--- config.mk ---
export PLATFORM = sky130hd
export DESIGN_NAME = calc_issue_ctrl
export DESIGN_NICKNAME = d
export VERILOG_FILES = /design/src/rtl/calc_issue_ctrl.sv
export SDC_FILE = /design/constraint.sdc
export NUM_CORES = 1
export LEC_CHECK = 0
export ABC_AREA = 1
export CAP_MARGIN = 30
export CORE_AREA = 2 2 131 133
export DETAILED_ROUTE_END_ITERATION = 16
export DIE_AREA = 0 0 133 135
export DONT_BUFFER_PORTS = 1
export GPL_TIMING_DRIVEN = 0
export PLACE_DENSITY = 0.56
export SKIP_LAST_GASP = 1
export SLEW_MARGIN = 20
export SYNTH_ARGS = -nofsm -noshare
export SYNTH_HDL_FRONTEND = slang
export SYNTH_SLANG_ARGS = --single-unit
export TNS_END_PERCENT = 1
--- constraint.sdc ---
create_clock -name clk -period 5.21 [get_ports clk]
set_input_delay 0.7815 -clock clk [delete_from_list [all_inputs] [get_ports clk]]
set_output_delay 0.7815 -clock clk [all_outputs]
set_load 0.02 [all_outputs]
--- src/rtl/calc_issue_ctrl.sv ---
// Issue controller and round-robin two-port arbiter for the shared calculate unit.
// Captures fast (same-cycle) or slow (mode 8'h4x, one cycle later) answers into one response register.
module calc_issue_ctrl #(
    parameter int          TAG_W     = 4,
    parameter logic [7:0]  IDLE_MODE = 8'hFF
) (
    input  logic             clk,
    input  logic             rst,
    input  logic             req0_valid,
    output logic             req0_ready,
    input  logic [31:0]      req0_num1,
    input  logic [31:0]      req0_num2,
    input  logic [7:0]       req0_mode,
    input  logic [TAG_W-1:0] req0_tag,
    input  logic             req1_valid,
    output logic             req1_ready,
    input  logic [31:0]      req1_num1,
    input  logic [31:0]      req1_num2,
    input  logic [7:0]       req1_mode,
    input  logic [TAG_W-1:0] req1_tag,
    output logic [31:0]      cu_number1,
    output logic [31:0]      cu_number2,
    output logic [7:0]       cu_mode,
    input  logic [31:0]      cu_fast_answer,
    input  logic [31:0]      cu_slow_answer,
    input  logic [3:0]       cu_error,
    output logic             rsp_valid,
    input  logic             rsp_ready,
    output logic             rsp_src,
    output logic [TAG_W-1:0] rsp_tag,
    output logic [31:0]      rsp_data,
    output logic [3:0]       rsp_error,
    output logic             busy
);

    typedef enum logic {IDLE, WAIT} state_t;

    state_t           state, state_nxt;
    logic             last_grant;
    logic             grant;
    logic             any_req;
    logic             can_accept;
    logic             handshake;
    logic             slow_op;
    logic [31:0]      sel_num1, sel_num2;
    logic [7:0]       sel_mode;
    logic [TAG_W-1:0] sel_tag;
    logic [31:0]      hold_num1, hold_num2;
    logic [7:0]       hold_mode;
    logic             hold_src;
    logic [TAG_W-1:0] hold_tag;

    // Grant the lone valid requester; on contention, the one not served last.
    always_comb begin
        any_req = req0_valid | req1_valid;
        if (req0_valid && req1_valid)
            grant = ~last_grant;
        else
            grant = req1_valid;
        sel_num1 = grant ? req1_num1 : req0_num1;
        sel_num2 = grant ? req1_num2 : req0_num2;
        sel_mode = grant ? req1_mode : req0_mode;
        sel_tag  = grant ? req1_tag  : req0_tag;
    end

    assign can_accept = (state == IDLE) && (!rsp_valid || rsp_ready);
    assign handshake  = can_accept && any_req;
    assign slow_op    = (sel_mode[7:4] == 4'h4);
    assign busy       = (state == WAIT) || rsp_valid;

    always_ff @(posedge clk or posedge rst) begin
        if (rst)
            state <= IDLE;
        else
            state <= state_nxt;
    end

    always_comb begin
        state_nxt = state;
        case (state)
            IDLE: if (handshake && slow_op) state_nxt = WAIT;
            WAIT: state_nxt = IDLE;
            default: state_nxt = IDLE;
        endcase
    end

    always_comb begin
        cu_number1 = '0;
        cu_number2 = '0;
        cu_mode    = IDLE_MODE;
        req0_ready = 1'b0;
        req1_ready = 1'b0;
        case (state)
            IDLE: begin
                if (any_req) begin
                    cu_number1 = sel_num1;
                    cu_number2 = sel_num2;
                    cu_mode    = sel_mode;
                end
                req0_ready = can_accept && !grant;
                req1_ready = can_accept && grant;
            end
            WAIT: begin
                cu_number1 = hold_num1;
                cu_number2 = hold_num2;
                cu_mode    = hold_mode;
            end
            default: ;
        endcase
    end

    // A new load wins over the drain, keeping rsp_valid high on back-to-back ops.
    always_ff @(posedge clk or posedge rst) begin
        if (rst) begin
            last_grant <= 1'b1;
            hold_num1  <= '0;
            hold_num2  <= '0;
            hold_mode  <= IDLE_MODE;
            hold_src   <= 1'b0;
            hold_tag   <= '0;
            rsp_valid  <= 1'b0;
            rsp_src    <= 1'b0;
            rsp_tag    <= '0;
            rsp_data   <= '0;
            rsp_error  <= '0;
        end else begin
            if (handshake) begin
                last_grant <= grant;
                if (slow_op) begin
                    hold_num1 <= sel_num1;
                    hold_num2 <= sel_num2;
                    hold_mode <= sel_mode;
                    hold_src  <= grant;
                    hold_tag  <= sel_tag;
                end
            end
            if (state == WAIT) begin
                rsp_valid <= 1'b1;
                rsp_src   <= hold_src;
                rsp_tag   <= hold_tag;
                rsp_data  <= cu_slow_answer;
                rsp_error <= cu_error;
            end else if (handshake && !slow_op) begin
                rsp_valid <= 1'b1;
                rsp_src   <= grant;
                rsp_tag   <= sel_tag;
                rsp_data  <= cu_fast_answer;
                rsp_error <= cu_error;
            end else if (rsp_valid && rsp_ready) begin
                rsp_valid <= 1'b0;
            end
        end
    end

endmodule

==> flow_summary.yaml <==
status:
  status: "complete, no violations"
drt:
  routedWlPerCell_microns: 18.27
  wirelength_microns: 22750
  dr_total_vias: 6497
  ant_nets: 0
  viasPerCell: 5.218
  first_pass_iters: 5
  remaining_drc_errors: 0
  drtIter0Drc: 286
die:
  start_util_pct: 43.10
  io_pins: 342
  core_region_area_sq_mm: 0.01641
  die_height_microns: 135
  die_w_microns: 133
  num_rows: 47
  dieArea_sq_mm: 0.01796
sta:
  worst_pin_slew_ns: 0.8645
  grt_setup_unrepaired: "false"
  skew_ns: 0.008343
  fmax_mhz: 275.9
  relSlewSlack_pct: 41.76
  whs_ns: 0.1727
  min_period_ns: 3.624
  hold_viol: 0
  fin_crit_sh_pct: 69.57
  setup_viol: 0
  slew_viol_final: 0
  tns_ns: 0
global_route:
  grt_pass1_wl_microns: 34430
  grt_pass1_vias: 6169
  grt_max_degree: 87
  antenna_found_initial: 1
  grt_overflow: 0
  track_usage_pct: 24.90
synth:
  synth.ff_latch_count: 121
  synthDistinctLibCells: 24
  synth_cells: 992
  syn_nets: 1217
  synth-edff-count: 0
  yosysTopAreaCell: "dfrtp_1"
  synthArstFlopShare_pct: 100.0
  netlist_top_cells_count: "431 x nand2_1, 129 x o21ai_0, 112 x dfrtp_1"
  syn_area_sq_mm: 0.007072
  ys_top_cells_by_area: "dfrtp_1 40%, nand2_1 23%, o21ai_0 9.1%"
  yosysWarnings: 0
  ys_seq_area_share_pct: 42.98
  synth_most_common_cell: "nand2_1"
  ys.flop_type: "dfrtp_1"
  synthDominantCellAreaShare_pct: 39.63
  avgSynthCellArea_sq_um: 7.129
clock_tree:
  cts_buffers: 17
  cts_resized: 0
  root_buffer: "clkbuf_16"
  clock_latency_ns: 0.42
  clkTransAtPathRegs_ns: 0.05
  htree_num_levels: 4
  cts.sinks: 121
  post_cts_buffers: 0
  cts_tree: "done"
  ctsHoldBuffers: 0
  clk_path_buf_depth: 2
placement:
  routabilityCongestion: 0.8117
  place_area_sq_mm: 0.007382
  io_buffer_count: 0
  dp_hpwl_microns: 16890
worst_setup_path:
  critPathArrivalTime_ns: 2.84
  critPathMaxFanout: 10
  worstSetupStartpointType: "flip-flop"
  end_kind: "output port"
  cp.required_ns: 4.43
  critPathKind: "reg -> out"
hold_path:
  hold_path.class: "in -> async"
pwr:
  sw_frac_of_total_pct: 37.90
  combPwrFrac_pct: 25.7
  vdd_drop_max_v: 0.0002438
  p_clk_share_pct: 29.7
  p_leak_nw: 3.908
  p_seq_share_pct: 44.6
  power.density_mw_per_mm2: 482.6
  netSwitchingPower_mw: 1.456
  p_int_mw: 2.386
finish:
  fin_util_pct: 48.52
  drive_above_1_share_pct: 13.38
  finish.instance_area_sq_mm: 0.007961
  fill_cells: 1681
  area_growth_pct: 12.58
  finalNetCount: 1237
flow_run:
  cap_violations: 0
==> worst max-delay path, cell delays in order, from the launching register on <==
cell and delay (ns):
dfstp_2 0.56, nand2_2 0.11, nand2_4 0.15, buf_2 0.30, clkbuf_1 0.39, or2_2 0.18
o21ai_0 0.11, o21ai_0 0.62
==> kinds of logic after synthesis <==
family / Yosys count / synth area share [%]
DFF: 121 / 42.98
and+or+nand+nor: 625 / 39.92
buffers and inverters: 102 / 6.458
AOI/OAI and AO/OA: 144 / 10.65
==> path summary, 6_finish.rpt <==
path	startpoint	end	slack [ns]	cells after the start
max in group asynchronous	rst	hold_mode[3]	4.28	2
min in group clk	hold_mode[5]	hold_mode[5]	0.45	2
hold / removal	rst	rsp_data[28]	0.17	1
setup reg to reg	last_grant	hold_num1[1]	2.95	7
hold reg to reg	hold_mode[5]	hold_mode[5]	0.45	2
setup / recovery	last_grant	cu_number2[5]	1.59	7
==> cell type report <==
class	count	area (sq um)	share of cell area, %
multi-input cells	769	3576	44.92
clock inverters	7	65.06	0.8172
flip-flops and latches	121	3039	38.17
inverters	26	105.1	1.320
diodes	1	2.502	0.03143
clock buffers	24	511.7	6.428
plain buffers	76	359.1	4.510
well taps	220	275.3	3.457
repair buffers	1	27.53	0.3457
==> through the flow <==
stage | setup WS (ns) | power [mW] | cells
5_1_grt | 1.384 | 4.084 | 1245
2_1_floorplan | 1.229 | 2.433 | 992
6_report | 1.586 | 3.842 | 1245
3_5_place_dp | 1.721 | 2.722 | 1213
4_1_cts | 1.519 | 3.880 | 1244
3_3_place_gp | -0.3576 | 2.694 | 1212
==> layout by cell type, fill, tap and decap left out, drive strengths merged <==
cell / instances
bufinv: 1
a31oi: 4
a21oi: 1
nor2: 8
nand3: 57
nand3b: 62
clkbuf: 64
clkinv: 5
o21bai: 1
dfrtp: 112
dfstp: 9
o21ai: 130
nand2: 435
inv: 25
o22ai: 8
or2: 63
diode: 1
clkinvlp: 2
buf: 37
==> routing by layer <==
metal	share of wire [%]	global-route usage, %	vias to the layer above
met5	0	0	-
met4	1.5	8.363	0
met3	7.5	6.607	21
met2	49	41.82	273
met1	42	31.28	2980
li1	-	-	3223
==> sequential cells by signal, indices dropped and copies added, names as in the netlist <==
register / count
rsp_tag: 4
hold_src: 1
rsp_error: 4
hold_tag: 4
hold_mode: 8
hold_num2: 32
rsp_src: 1
last_grant: 1
rsp_data: 32
rsp_valid: 1
hold_num1: 32
state: 1
==> power groups by stage <==
stage                     combinational [mW]  clock (mW)  sequential, mW
final                                  0.986        1.14            1.71
after global routing                    1.12        1.21            1.76
after CTS                               1.00        1.17            1.71
after detailed placement                1.01           0            1.71
after global placement                 0.977           0            1.72
after floorplan                        0.788           0            1.65
(Power assumes the default switching activity.)
